==> config.mk <==
export PLATFORM = sky130hd
export DESIGN_NAME = exec_unit
export DESIGN_NICKNAME = d
export VERILOG_FILES = /design/src/rtl/exec_unit.sv
export SDC_FILE = /design/constraint.sdc
export NUM_CORES = 2
export LEC_CHECK = 0
export ABC_CLOCK_PERIOD_IN_PS = 8550
export BUFFER_PORTS_ARGS = -buffer_cell sky130_fd_sc_hd__clkbuf_2
export CAP_MARGIN = 20
export CORE_MARGIN = 4
export CORE_UTILIZATION = 35
export CTS_CLUSTER_SIZE = 30
export DETAILED_ROUTE_END_ITERATION = 8
export PLACE_DENSITY = 0.46
export REMOVE_ABC_BUFFERS = 1
export SYNTH_ARGS = -nofsm -noshare
export SYNTH_HDL_FRONTEND = slang
export SYNTH_SLANG_ARGS = --single-unit
export TNS_END_PERCENT = 10
==> constraint.sdc <==
create_clock -name clk -period 8.55 [get_ports clk]
set_clock_uncertainty 0.1 [all_clocks]
set_input_delay 1.71 -clock clk [delete_from_list [all_inputs] [get_ports clk]]
set_output_delay 1.71 -clock clk [all_outputs]
set_load 0.02 [all_outputs]
==> src/rtl/exec_unit.sv <==
// Single-issue execution unit: ALU ops retire one cycle after issue,
// MUL retires after a fixed EXEC latency, results offered on the CDB.
//
// Ports:
//   clk, rst (async, active-low)
//   issue_valid, op, val1, val2, target   : instruction from station
//   busy                                  : station must hold
//   cdb_valid, cdb_tag, cdb_data          : offered result
//   cdb_grant                             : arbiter accepts result
//   flush                                 : squash all in-flight work
module exec_unit #(
    parameter int DATA_W  = 32,
    parameter int TAG_W   = 5,
    parameter int OP_W    = 6,
    parameter int MUL_CYC = 4
) (
    input  logic              clk,
    input  logic              rst,
    input  logic              issue_valid,
    input  logic [OP_W-1:0]   op,
    input  logic [DATA_W-1:0] val1,
    input  logic [DATA_W-1:0] val2,
    input  logic [TAG_W-1:0]  target,
    output logic              busy,
    output logic              cdb_valid,
    output logic [TAG_W-1:0]  cdb_tag,
    output logic [DATA_W-1:0] cdb_data,
    input  logic              cdb_grant,
    input  logic              flush
);

    localparam int SH_W  = $clog2(DATA_W);
    localparam int CNT_W = $clog2(MUL_CYC + 1);

    localparam logic [OP_W-1:0] OP_ADD  = OP_W'(0);
    localparam logic [OP_W-1:0] OP_SUB  = OP_W'(1);
    localparam logic [OP_W-1:0] OP_AND  = OP_W'(2);
    localparam logic [OP_W-1:0] OP_OR   = OP_W'(3);
    localparam logic [OP_W-1:0] OP_XOR  = OP_W'(4);
    localparam logic [OP_W-1:0] OP_SLL  = OP_W'(5);
    localparam logic [OP_W-1:0] OP_SRL  = OP_W'(6);
    localparam logic [OP_W-1:0] OP_SRA  = OP_W'(7);
    localparam logic [OP_W-1:0] OP_SLT  = OP_W'(8);
    localparam logic [OP_W-1:0] OP_SLTU = OP_W'(9);
    localparam logic [OP_W-1:0] OP_MUL  = OP_W'(10);

    typedef enum logic [1:0] {
        S_IDLE,
        S_EXEC,
        S_WB
    } state_t;

    state_t            r_state;
    logic [CNT_W-1:0]  r_cnt;
    logic [DATA_W-1:0] r_a;
    logic [DATA_W-1:0] r_b;
    logic              r_valid;
    logic [TAG_W-1:0]  r_tag;
    logic [DATA_W-1:0] r_data;

    logic [DATA_W-1:0] w_alu;
    logic [DATA_W-1:0] w_mul;
    logic [SH_W-1:0]   w_sh;
    logic              w_accept;

    assign w_sh  = val2[SH_W-1:0];
    assign w_mul = r_a * r_b;

    always_comb begin
        w_alu = '0;
        unique case (op)
            OP_ADD:  w_alu = val1 + val2;
            OP_SUB:  w_alu = val1 - val2;
            OP_AND:  w_alu = val1 & val2;
            OP_OR:   w_alu = val1 | val2;
            OP_XOR:  w_alu = val1 ^ val2;
            OP_SLL:  w_alu = val1 << w_sh;
            OP_SRL:  w_alu = val1 >> w_sh;
            OP_SRA:  w_alu = $signed(val1) >>> w_sh;
            OP_SLT:  w_alu = DATA_W'($signed(val1) < $signed(val2));
            OP_SLTU: w_alu = DATA_W'(val1 < val2);
            default: w_alu = '0;
        endcase
    end

    // WB with grant frees the unit in the same cycle for back-to-back issue
    assign busy = (r_state == S_EXEC) |
                  ((r_state == S_WB) & ~cdb_grant);

    assign w_accept = issue_valid & ~busy & ~flush;

    always_ff @(posedge clk or negedge rst) begin
        if (!rst) begin
            r_state <= S_IDLE;
            r_cnt   <= '0;
            r_a     <= '0;
            r_b     <= '0;
            r_valid <= 1'b0;
            r_tag   <= '0;
            r_data  <= '0;
        end else if (flush) begin
            r_state <= S_IDLE;
            r_cnt   <= '0;
            r_valid <= 1'b0;
        end else if (w_accept) begin
            r_tag <= target;
            if (op == OP_MUL) begin
                r_a     <= val1;
                r_b     <= val2;
                r_cnt   <= CNT_W'(MUL_CYC);
                r_valid <= 1'b0;
                r_state <= S_EXEC;
            end else begin
                r_data  <= w_alu;
                r_valid <= 1'b1;
                r_state <= S_WB;
            end
        end else begin
            unique case (r_state)
                S_EXEC: begin
                    // last EXEC cycle: product becomes the offered result
                    if (r_cnt == CNT_W'(1)) begin
                        r_cnt   <= '0;
                        r_data  <= w_mul;
                        r_valid <= 1'b1;
                        r_state <= S_WB;
                    end else begin
                        r_cnt <= r_cnt - CNT_W'(1);
                    end
                end
                S_WB: begin
                    if (cdb_grant) begin
                        r_valid <= 1'b0;
                        r_state <= S_IDLE;
                    end
                end
                default: begin
                    r_state <= S_IDLE;
                end
            endcase
        end
    end

    assign cdb_valid = r_valid;
    assign cdb_tag   = r_tag;
    assign cdb_data  = r_data;

endmodule

# ---- Word-level counts from Yosys, hierarchy flattened
# Index checks and enable logic that the tools add are counted.
dict set report totals {
  output_inout_bits 39
  mem_bits_rw 0
  latchBits 0
  wordCells 76
  rom_bits 0
  mem_count 0
  regBits 107
  in_bits 80
}
dict set report classes {
  bitwise_logic 10
  add_sub_neg 3
  n_reduce_logical 11
  magnitude_cmp 2
  div 0
  multipliers 1
  mux 22
  n_eq_ne 17
  shift 3
}
# op count
set ops {}
lappend ops {{case mux 32 bit (10 select lines)} 1}
lappend ops {{2-to-1 mux 32 bit} 4}
lappend ops {{< comparator 32 bit} 2}
lappend ops {{adder 32 bit} 1}
lappend ops {{bitwise AND 32 bit} 1}
lappend ops {{multiplier 32 x 32 -> 32 bit} 1}
lappend ops {{OR 32 bit} 1}
lappend ops {{left shift 32 x 5 -> 32 bit} 1}
lappend ops {{right shift 32 x 5 -> 32 bit} 1}
lappend ops {{>>> shifter 32 x 5 -> 32 bit} 1}
lappend ops {{subtractor 32 bit} 1}
lappend ops {{XOR 32 bit} 1}
lappend ops {{equality test 6 x 3 -> 1 bit, second input constant} 4}
lappend ops {{equality test 6 x 4 -> 1 bit, second input constant} 3}
lappend ops {{2-to-1 mux 3 bit} 5}
lappend ops {{equality test 6 x 2 -> 1 bit, second input constant} 2}
lappend ops {{2-to-1 mux 2 bit} 5}
lappend ops {{equality test 6 x 1 -> 1 bit, second input constant} 1}
lappend ops {{zero test 6 bit} 1}
lappend ops {{AND reduction 2 bit} 3}
lappend ops {{AND reduction 3 bit} 2}
lappend ops {{2-to-1 mux 1 bit} 5}
lappend ops {{!= test 4 x 3 -> 1 bit, second input constant} 1}
lappend ops {{!= test 4 bit, second input constant} 1}
lappend ops {{15 further kinds} 20}

# ---- Logic depth before layout (Yosys ltp)
dict set report depth {
  word_depth 8
  ltp_mapped 28
  mapped_depth_nobuf 26
}

# ---- Worst setup path after synthesis
# No wires, ideal clock.
dict set report synth_path {
  kind {reg2reg}
  from {register r_b[3]}
  to {register r_data[31] (netlist: cdb_data[31])}
  stages_incl_launch_ff 25
  synth_period_minus_slack_ns 7.232
  setup_time_ns 0.126
  setup_slack_ns 1.318
  arrival_ns 7.006
  n_path_buf 2
  t_required_ns 8.324
  cell_sequence {dfrtp_1 clkbuf_1 clkbuf_1 and2_1 fa_1 inv_1 fa_1 fa_1 fa_1 inv_1 ha_1 ha_1 fa_1 fa_1 ha_1 a211oi_1 o21bai_1 a2111o_1 o211ai_1 o221ai_1 a31oi_1 o21ai_0 a221oi_1 xnor2_1 a221o_1}
}
dict set report synth_via {
  elab_chain_cells 4
}
# element line_no
set synth_rtl {}
lappend synth_rtl {{start, declared} 56} ;# logic [DATA_W-1:0] r_b;
lappend synth_rtl {{start signal, assigned} 109} ;# r_b <= val2;
lappend synth_rtl {{multiplier 32 x 32 -> 32 bit} 67} ;# assign w_mul = r_a * r_b;
lappend synth_rtl {{2-to-1 mux 32 bit} 122} ;# if (r_cnt == CNT_W'(1)) begin
lappend synth_rtl {{2-to-1 mux 32 bit} 119} ;# unique case (r_state)
lappend synth_rtl {{2-to-1 mux 32 bit} 105} ;# end else if (w_accept) begin
lappend synth_rtl {{end signal, assigned} 114} ;# r_data <= w_alu;
lappend synth_rtl {{end signal, assigned} 124} ;# r_data <= w_mul;
lappend synth_rtl {{end, declared} 59} ;# logic [DATA_W-1:0] r_data;
# Every way passes these cells. The select of a mux whose other input is x is not followed.
# A chain may end at the register's enable or synchronous reset.

# ---- Worst setup path after layout
dict set report layout_path {
  from {register r_b[11]}
  to {register r_data[31] (netlist: cdb_data[31])}
}
# The elaborated chain is that of the path after synthesis.

==> qor.yml <==
outcome: "finished, final reports clean"
cts_setup_buffers: 0
hold-worst-slack_ps: 387
required_ps: 8740
viasPerCell: 5.68
fin_crit_sh_pct: 95.5
fin_tns_setup_ps: 0
antenna_found_initial: 5
grt_use_met1_pct: 38.7
setup_ws_ps: 387
end_kind: "register"
place.gp.congestion: 0.917
maxCapViolCount: 0
mappedNetlistArea_mm2: 0.0285
grt_pass1_wl_um: 176000
setup.worst_path.start_class: "register"
power.leakage_nw: 14.5
first_iter_violations: 1997
finalSetupViolCount: 0
critPathKind: "register to register"
placed_area_mm2: 0.0302
synthCells: 3292
die_x_um: 293
drive_gt1_share_pct: 11.3
vias: 24800
cp_max_fo: 22
cts_tree: "yes"
place_worst_setup_slack_ps: 436
ys.flop_type: "dfrtp_1"
h-tree-depth: 3
cts_hold_buf: 0
track_usage_pct: 27.3
wl_um: 118000
switching_power_w: 0.00127
synth_edf_count: 0
async_flop_share_pct: 100
power_w: 0.00255
drt-wirelength-per-cell_um: 27.0
synth_area_per_cell_um2: 8.65
cts_buffer_depth: 2
start_util_pct: 35.4
yosys.area.top_type: "fa_1"
first_global_vias: 26000
yosys_warnings: 0
fin_area_mm2: 0.0306
met3_usage_pct: 4.73
period_needed_ps: 8160
clkPwrFrac_pct: 20.2
switching_share_pct: 49.5
io_buffer_count: 118
yosysMostFrequentCell: "inv_1"
cts-root-buf: "clkbuf_16"
rsz0062_at_grt: "no"
synth_top_area_share_pct: 28.8
dpl.hpwl_um: 92100
grt_start_max_net_pins: 74
ys_top_cells_by_count: "inv_1, fa_1, nand2_1"
post_cts_resize_count: 0
synthTopCellsByArea: "fa_1, ha_1, dfrtp_1, and2_1, inv_1"
clk_latency_ps: 410
synth_seq_cells: 107
grt_overflow: 0
synth.distinct_cells: 82
fp-row-count: 104
synth-seq-area-share_pct: 9.40
relSlewSlack_pct: 23.4
cts_made_buffers: 9
cts_sinks: 107
hold_violations: 0
top_level_ports: 119
die_height_um: 293
p_per_area_mw_per_mm2: 83.5
p_int_w: 0.00129
firstDrtPassIters: 8
worst_slew_pin_slew_ps: 1140
syn_to_final_growth_pct: 7.38
power.share.sequential_pct: 27.2
drv_slew: 0
grt.busiest_layer: "met2"
ir_drop_mv: 0.117
dieArea_mm2: 0.0860
core_mm2: 0.0805
critPathArrivalTime_ps: 8350
fin_nets: 4004
ant_nets: 0
use_met2_pct: 43.7
holdCritPathClass: "register to register"
drc: 0
cts.clk_slew.worst_paths_ps: 100
combPwrFrac_pct: 52.6
fmaxAchievable_ghz: 0.123
-- registers in the layout, summed over array words and instances, names as in the netlist --
signal / flops
r_state: 2
r_b: 32
r_cnt: 3
cdb_data: 32
r_a: 32
cdb_tag: 5
cdb_valid: 1
-- kinds of logic after synthesis --
logic type      Yosys count  share of synthesized area, %
fa+ha+maj               634                          38.7
xor+xnor                110                          3.38
compound gates          540                          12.8
mux                     176                          8.87
simple gates           1035                          17.7
buf+inv                 690                          9.18
flops                   107                          9.40
-- area by class of cell --
cell class                 instances  area [um^2]
antenna                            5         12.5
clock buffer                      10          239
clock inverter                     6         92.6
fill                            8254        50000
inverter                         476         1790
multi-input combinational       2495        23200
sequential                       107         2680
tap                             1060         1330
timing repair buffer             201         1220
-- critical path: stages, from the launching register on --
cell and delay (ps):
dfrtp_1 1060, and2_1 270, fa_1 420, fa_1 390, fa_1 500, inv_1 60
fa_1 480, inv_1 70, fa_1 450, ha_1 300, fa_1 510, fa_1 420
ha_1 340, a2111o_1 390, o211ai_1 400, o221ai_1 290, a31oi_1 480, o21ai_0 280
a221oi_1 370, xnor2_1 120, a221o_1 330
-- power by group through the flow --
stage               clock, W  sequential [W]  combinational, W
floorplan                  0        0.000696          0.000718
global placement           0        0.000698           0.00132
detailed placement         0        0.000701           0.00133
CTS                 0.000533        0.000692           0.00133
global route        0.000547        0.000702           0.00146
finish              0.000516        0.000695           0.00134
-- metrics by stage --
stage / cells / util (%)
global route: 4356 / 38.0
finish: 4360 / 38.0
global placement: 4339 / 37.5
CTS: 4355 / 38.0
floorplan: 3078 / -
detailed placement: 4339 / 37.5
-- per-layer routing --
metal / vias to the layer above / share of wire (%)
met4: 4 / 2.6
met3: 160 / 7.0
met1: 12900 / 45
li1: 10800 / -
met2: 962 / 46
met5: - / 0.025
-- worst paths after layout --
path | startpoint | endpoint | slack [ps] | depth (start not counted)
worst max-delay path | r_b[11] | cdb_data[31] | 390 | 20
worst min-delay path | cdb_tag[4] | cdb_tag[4] | 390 | 2
worst max register to register | r_b[11] | cdb_data[31] | 390 | 20
worst min register to register | cdb_tag[4] | cdb_tag[4] | 390 | 2
max in group asynchronous | rst | r_b[25] | 5940 | 2
min in group asynchronous | rst | cdb_data[1] | 1220 | 1
-- cell usage in the layout (no fill, tap or decap), types with 12 or more instances in the layout --
cell type	netlist	routed
inv_1	473	473
fa_1	410	410
nand2_1	334	334
and2_1	312	312
ha_1	224	224
nor2_1	219	218
a21oi_1	137	136
o21ai_0	118	118
clkbuf_2	0	114
dfrtp_1	107	106
buf_4	1	85
xnor2_1	82	82
mux2_2	72	72
mux4_2	54	54
mux2i_1	50	50
nor3_1	39	38
a211oi_1	34	34
xor2_1	28	28
a221oi_1	25	25
nand3_1	25	24
o211ai_1	23	23
nand2b_1	18	18
a31oi_1	18	18
o31ai_1	17	17
nor2b_1	17	17
o21bai_1	15	15
o21a_1	13	13
o221ai_1	13	13
and3_1	12	12
Power figures use the tool's default switching activity.
